[config.mk]
export PLATFORM = sky130hd
export DESIGN_NAME = bus_arbiter
export DESIGN_NICKNAME = d
export VERILOG_FILES = /design/src/rtl/bus_arb_pkg.sv /design/src/rtl/rr_picker.sv /design/src/rtl/bus_arbiter.sv
export SDC_FILE = /design/constraint.sdc
export NUM_CORES = 1
export LEC_CHECK = 0
export ABC_AREA = 1
export CORE_ASPECT_RATIO = 1.25
export CORE_UTILIZATION = 35
export DETAILED_ROUTE_END_ITERATION = 16
export PLACE_DENSITY = 0.68
export SKIP_LAST_GASP = 1
export SYNTH_ARGS = -nofsm -noshare
export SYNTH_HDL_FRONTEND = slang
export SYNTH_SLANG_ARGS = --single-unit
[constraint.sdc]
create_clock -name clk -period 1.6 [get_ports clk]
set_clock_uncertainty 0.05 [all_clocks]
set_input_delay 0.32 -clock clk [delete_from_list [all_inputs] [get_ports clk]]
set_output_delay 0.32 -clock clk [all_outputs]
set_load 0.005 [all_outputs]
[src/rtl/bus_arb_pkg.sv]
// Shared definitions for the round-robin bus arbiter.
//   arb_state_t       : arbiter FSM states (IDLE, GRANT, TURN)
//   IDLE_*            : bus levels driven whenever no master owns the bus
//   MAX_MASTERS       : largest supported number of requesters
package bus_arb_pkg;

  localparam int MAX_MASTERS = 8;

  typedef enum logic [1:0] {
    IDLE  = 2'd0,
    GRANT = 2'd1,
    TURN  = 2'd2
  } arb_state_t;

  localparam logic IDLE_MODE         = 1'b0;
  localparam logic IDLE_WR_BUS       = 1'b0;
  localparam logic IDLE_MASTER_VALID = 1'b0;

endpackage

[src/rtl/rr_picker.sv]
// Combinational round-robin picker.
//   req   : mask of eligible requests
//   ptr   : index holding the highest priority this round
//   found : high when any bit of req is set
//   idx   : winning index, the first requester at or after ptr (wrapping)
module rr_picker #(
  parameter int NUM_MASTERS = 2
) (
  input  logic [NUM_MASTERS-1:0]         req,
  input  logic [$clog2(NUM_MASTERS)-1:0] ptr,
  output logic                           found,
  output logic [$clog2(NUM_MASTERS)-1:0] idx
);

  localparam int IW = $clog2(NUM_MASTERS);

  always_comb begin
    int cand;
    // NOTE: every output gets a default before the loop; a path that leaves
    // a combinational output unassigned would infer a latch.
    found = 1'b0;
    idx   = '0;
    cand  = 0;
    // Scan from the farthest offset back towards the pointer so the closest
    // requester is the last assignment and therefore wins. The wrap is an
    // explicit subtraction because NUM_MASTERS need not be a power of two.
    for (int off = NUM_MASTERS - 1; off >= 0; off--) begin
      cand = int'(ptr) + off;
      if (cand >= NUM_MASTERS) cand = cand - NUM_MASTERS;
      if (req[cand[IW-1:0]]) begin
        found = 1'b1;
        idx   = cand[IW-1:0];
      end
    end
  end

endmodule

[src/rtl/bus_arbiter.sv]
// Round-robin arbiter sharing the serial system bus between NUM_MASTERS masters.
//   clk, rst                      : clock, synchronous active-high reset
//   m_req                         : per-master request, held for a transaction
//   m_grant                       : one-hot registered grant
//   m_mode/m_wr_bus/m_master_valid: per-master bus drive inputs
//   mode/wr_bus/master_valid      : bus outputs muxed from the owner
//   gnt_id                        : owner index, meaningful while busy
//   busy                          : a grant is active
//   timeout_err                   : one-cycle pulse when a grant is revoked
module bus_arbiter
  import bus_arb_pkg::*;
#(
  parameter int NUM_MASTERS    = 2,
  parameter int TIMEOUT_CYCLES = 1024
) (
  input  logic                           clk,
  input  logic                           rst,
  input  logic [NUM_MASTERS-1:0]         m_req,
  output logic [NUM_MASTERS-1:0]         m_grant,
  input  logic [NUM_MASTERS-1:0]         m_mode,
  input  logic [NUM_MASTERS-1:0]         m_wr_bus,
  input  logic [NUM_MASTERS-1:0]         m_master_valid,
  output logic                           mode,
  output logic                           wr_bus,
  output logic                           master_valid,
  output logic [$clog2(NUM_MASTERS)-1:0] gnt_id,
  output logic                           busy,
  output logic                           timeout_err
);

  localparam int IW = $clog2(NUM_MASTERS);
  localparam int CW = (TIMEOUT_CYCLES > 0) ? $clog2(TIMEOUT_CYCLES + 1) : 1;
  localparam bit TIMEOUT_EN = (TIMEOUT_CYCLES != 0);
  localparam logic [CW-1:0] CNT_LAST = TIMEOUT_EN ? CW'(TIMEOUT_CYCLES - 1) : '0;
  localparam logic [IW-1:0] LAST_ID  = IW'(NUM_MASTERS - 1);

  arb_state_t             state_q, state_d;
  logic [NUM_MASTERS-1:0] grant_q, grant_d;
  logic [IW-1:0]          gnt_id_q, gnt_id_d;
  logic                   busy_q, busy_d;
  logic                   tout_q, tout_d;
  logic [IW-1:0]          ptr_q, ptr_d;
  logic [NUM_MASTERS-1:0] lock_q, lock_d;
  logic [CW-1:0]          cnt_q, cnt_d;

  logic [NUM_MASTERS-1:0] eligible;
  logic                   pick_found;
  logic [IW-1:0]          pick_idx;

  // A master that timed out stays out of arbitration until it drops m_req.
  assign eligible = m_req & ~lock_q;

  rr_picker #(.NUM_MASTERS(NUM_MASTERS)) u_picker (
    .req   (eligible),
    .ptr   (ptr_q),
    .found (pick_found),
    .idx   (pick_idx)
  );

  always_ff @(posedge clk) begin
    if (rst) begin
      state_q  <= IDLE;
      grant_q  <= '0;
      gnt_id_q <= '0;
      busy_q   <= 1'b0;
      tout_q   <= 1'b0;
      ptr_q    <= '0;
      lock_q   <= '0;
      cnt_q    <= '0;
    end else begin
      // NOTE: non-blocking assignments so every register samples the values
      // from before this edge, independent of statement order.
      state_q  <= state_d;
      grant_q  <= grant_d;
      gnt_id_q <= gnt_id_d;
      busy_q   <= busy_d;
      tout_q   <= tout_d;
      ptr_q    <= ptr_d;
      lock_q   <= lock_d;
      cnt_q    <= cnt_d;
    end
  end

  always_comb begin
    state_d  = state_q;
    grant_d  = grant_q;
    gnt_id_d = gnt_id_q;
    busy_d   = busy_q;
    tout_d   = 1'b0;
    ptr_d    = ptr_q;
    cnt_d    = cnt_q;
    // Any lockout bit whose request is seen low this cycle is cleared.
    lock_d   = lock_q & m_req;

    unique case (state_q)
      IDLE: begin
        if (pick_found) begin
          state_d           = GRANT;
          grant_d           = '0;
          grant_d[pick_idx] = 1'b1;
          gnt_id_d          = pick_idx;
          busy_d            = 1'b1;
          cnt_d             = '0;
          ptr_d             = (pick_idx == LAST_ID) ? '0 : pick_idx + IW'(1);
        end
      end
      GRANT: begin
        if (!m_req[gnt_id_q]) begin
          state_d = TURN;
          grant_d = '0;
          busy_d  = 1'b0;
        end else if (TIMEOUT_EN && cnt_q == CNT_LAST) begin
          state_d          = TURN;
          grant_d          = '0;
          busy_d           = 1'b0;
          tout_d           = 1'b1;
          lock_d[gnt_id_q] = 1'b1;
        end else if (TIMEOUT_EN) begin
          cnt_d = cnt_q + CW'(1);
        end
      end
      TURN:    state_d = IDLE;
      default: state_d = IDLE;
    endcase
  end

  assign m_grant     = grant_q;
  assign gnt_id      = gnt_id_q;
  assign busy        = busy_q;
  assign timeout_err = tout_q;

  // The bus follows the registered owner; other masters are never looked at.
  always_comb begin
    mode         = IDLE_MODE;
    wr_bus       = IDLE_WR_BUS;
    master_valid = IDLE_MASTER_VALID;
    if (busy_q) begin
      mode         = m_mode[gnt_id_q];
      wr_bus       = m_wr_bus[gnt_id_q];
      master_valid = m_master_valid[gnt_id_q];
    end
  end

endmodule

==> out/qor.txt <==
initial antenna violation count = 0
vias in the first global route = 1,118
gpl congestion = 0.7922
final cell count without fillers = 254
Pwr Total = 0.001125 W
# rows = 23
Core ar. = 3194 µm²
Fin. Hold Viols = 0
Leakage Power = 0.6757 nW
Final Slew Violations = 0
Initial Utilization = 0.3655
Post-CTS Hold Buffers = 0
placed cells = 250
Ant. Diodes = 0
fmax = 648.8 MHz
H-Tree Depth = 1
Worst-Margin Slew = 248.9 ps
gr usage total = 0.1752
DIE HEIGHT = 66.57 µm
syn_area_per_cell = 6.485 µm²
register area share after synthesis = 0.3601
complex-gate fraction of the synthesized area = 0.09003
area growth from synthesis to layout = 33.55%
commonest cells after routing, fill and taps aside = nand2_1, inv_1, nor2_1, dfxtp_1, buf_4
Synth Flop Type = dfxtp_1
worst-skew pair later-pin latency = 260 ps
Synth Instances = 180
via/cell ratio = 4.736
Slew headroom = 0.8323
CTS tree = built
final setup fails = 0
Die ar. = 3572 µm²
DIE WIDTH = 53.66 µm
Arr. time, crit path = 1170 ps
Remaining DRCs = 0
post-DP HPWL = 2.080 mm
clock buffers created by TritonCTS = 3
Vias = 1,203
# IOs = 18
CTS sink count = 21
CP cell instances = clkdlybuf4s50_1, o21ai_0, nor2_1, dlygate4sd2_1
Adder-Cell Fraction of Synth Area = 0.01072
largest family of logic cells by synthesized area = simple AND/OR/NAND/NOR gates
commonest non-fill, non-tap cell in the layout = nand2_1
first-pass GRT wire length = 4.533 mm
async set-or-reset flop fraction in the synthesized netlist = 0
root buf cell = clkbuf_8
RSZ-0062 raised after global routing = false
PD cells = 721.8 nW/µm²
multiplexer share of the synthesized area = 0.008574
MaxCap Viol Count = 0
#FFs+latches synth = 21
Crit-path slowest cell = clkdlybuf4s50_1
fin crit period = 1541 ps
total nets after synthesis = 191
post-DR wirelength/cell = 10.31 µm
WS Path Type = primary input to output pin
Startpoint Class = primary input
FILL cells = 323
dpl cell area = 1506 µm²
Mapped Area = 1167 µm²
CP Data Required Time = 1230 ps
Remaining Overflow, GRT = 0
crit path from = m_wr_bus[0]
crit-path max FO = 1
Cell variety after synth = 23
hold_sp = lock_q[0]
Synth warnings = 0
# port buffers = 17
status = finished clean
CP endpoint kind = output pin
DRT iter0 DRCs = 26
worst ir drop on vdd = 0.3588 mV
layout cells sized above 1 = 0.1521
simple-gate share of the synthesized area = 0.4362
worst hold path class = register to register
number of synthesized flops with an enable pin = 0
fin area = 1559 µm²
fin nets = 229
multi-input gate area in the final layout = 644.4 µm²
CP max stage delay = 400 ps
final wirelength = 2.620 mm
ANT nets after route = 0
First-pass DRT Iterations = 4
clock slew seen by the registers of the worst setup and hold paths = 80 ps
worst-case clock buffer depth = 2
setup TNS = 0 ps
origin of the critical flop-to-flop path = cnt_q[0]
largest net degree at the start of global routing = 13
xor and xnor area share after synthesis = 0
period utilization = 0.9633
Sequential Area = 422.9 µm²
==> report_power, final <==
| part | total (W) | internal, W | switching (W) | leakage, nW |
|---|---|---|---|---|
| logic | 0.000216 | 0.0000999 | 0.000116 | 0.479 |
| registers | 0.000555 | 0.000542 | 0.0000129 | 0.171 |
| clock network | 0.000355 | 0.000174 | 0.000181 | 0.0255 |
| total | 0.00113 | 0.000815 | 0.000310 | 0.676 |
==> critical path: cells and delay by family <==
| family | cells | cell delay (ps) |
|---|---|---|
| compound gates | 1 | 150 |
| simple gates | 1 | 50 |
| buf+inv | 2 | 660 |
==> synthesized netlist by cell type, types with 2 or more instances <==
library cell / n / area share
nand4_1: 7 / 0.038
inv_1: 23 / 0.074
dfxtp_1: 21 / 0.36
nand2_1: 56 / 0.18
nor3b_1: 2 / 0.013
nand3_1: 14 / 0.060
nand3_4: 2 / 0.030
nor2_1: 21 / 0.068
a21oi_1: 15 / 0.064
o21ai_0: 4 / 0.017
nor2_4: 2 / 0.019
o21ai_1: 2 / 0.0086
==> state kept, by name, summed over array words and instances, names as in the netlist <==
signal       count
busy             1
cnt_q           11
gnt_id           1
lock_q           2
m_grant          2
ptr_q            1
state_q          2
timeout_err      1
==> cells by family (layout without fill, tap and decap cells) <==
| kind of cell | count (synthesis) | count (layout) |
|---|---|---|
| and+or+nand+nor | 109 | 109 |
| muxes | 1 | 1 |
| buffers and inverters | 27 | 64 |
| AOI/OAI and AO/OA | 21 | 21 |
| DFF | 21 | 21 |
| adders and majority gates | 1 | 1 |
==> stage by stage <==
| step | util | setup WS, ps | hold slack (ps) |
|---|---|---|---|
| finish | 0.4881 | 58.71 | 403.6 |
| global route | 0.4881 | 13.29 | 432.2 |
| CTS | 0.4853 | 28.37 | 409.9 |
| detailed placement | 0.4716 | -199.5 | 398.5 |
| global placement | 0.4716 | -191.3 | 390.0 |
| floorplan | - | 100.8 | 339.1 |
==> per-layer routing <==
metal / track usage / wire [µm]
met3: 0.02740 / 83
met1: 0.1994 / 1170
met4: 0.09211 / 65
met2: 0.3031 / 1301
met5: 0 / 0
==> path summary, 6_finish.rpt <==
kind              depth (start not counted)  slack, ps   endpoint
hold reg to reg                           2        400  lock_q[0]
setup / recovery                          4         60     wr_bus
setup reg to reg                          8        160   cnt_q[5]
hold / removal                            2        400  lock_q[0]
==> area by class of cell <==
class,count,area share
clock buffers,3,0.02648
clock inverters,1,0.003210
inverters,24,0.05778
multi-input cells,132,0.4133
flip-flops and latches,21,0.2713
well taps,37,0.02969
repair buffers,36,0.1982
==> repair_timing <==
action                     CTS  global route
buffers inserted             0             0
gates cloned                 0             0
pin swaps                    0             0
setup endpoints to repair    4             3
resized for setup            4             2
Note: power is estimated with default switching activity, not from simulation.
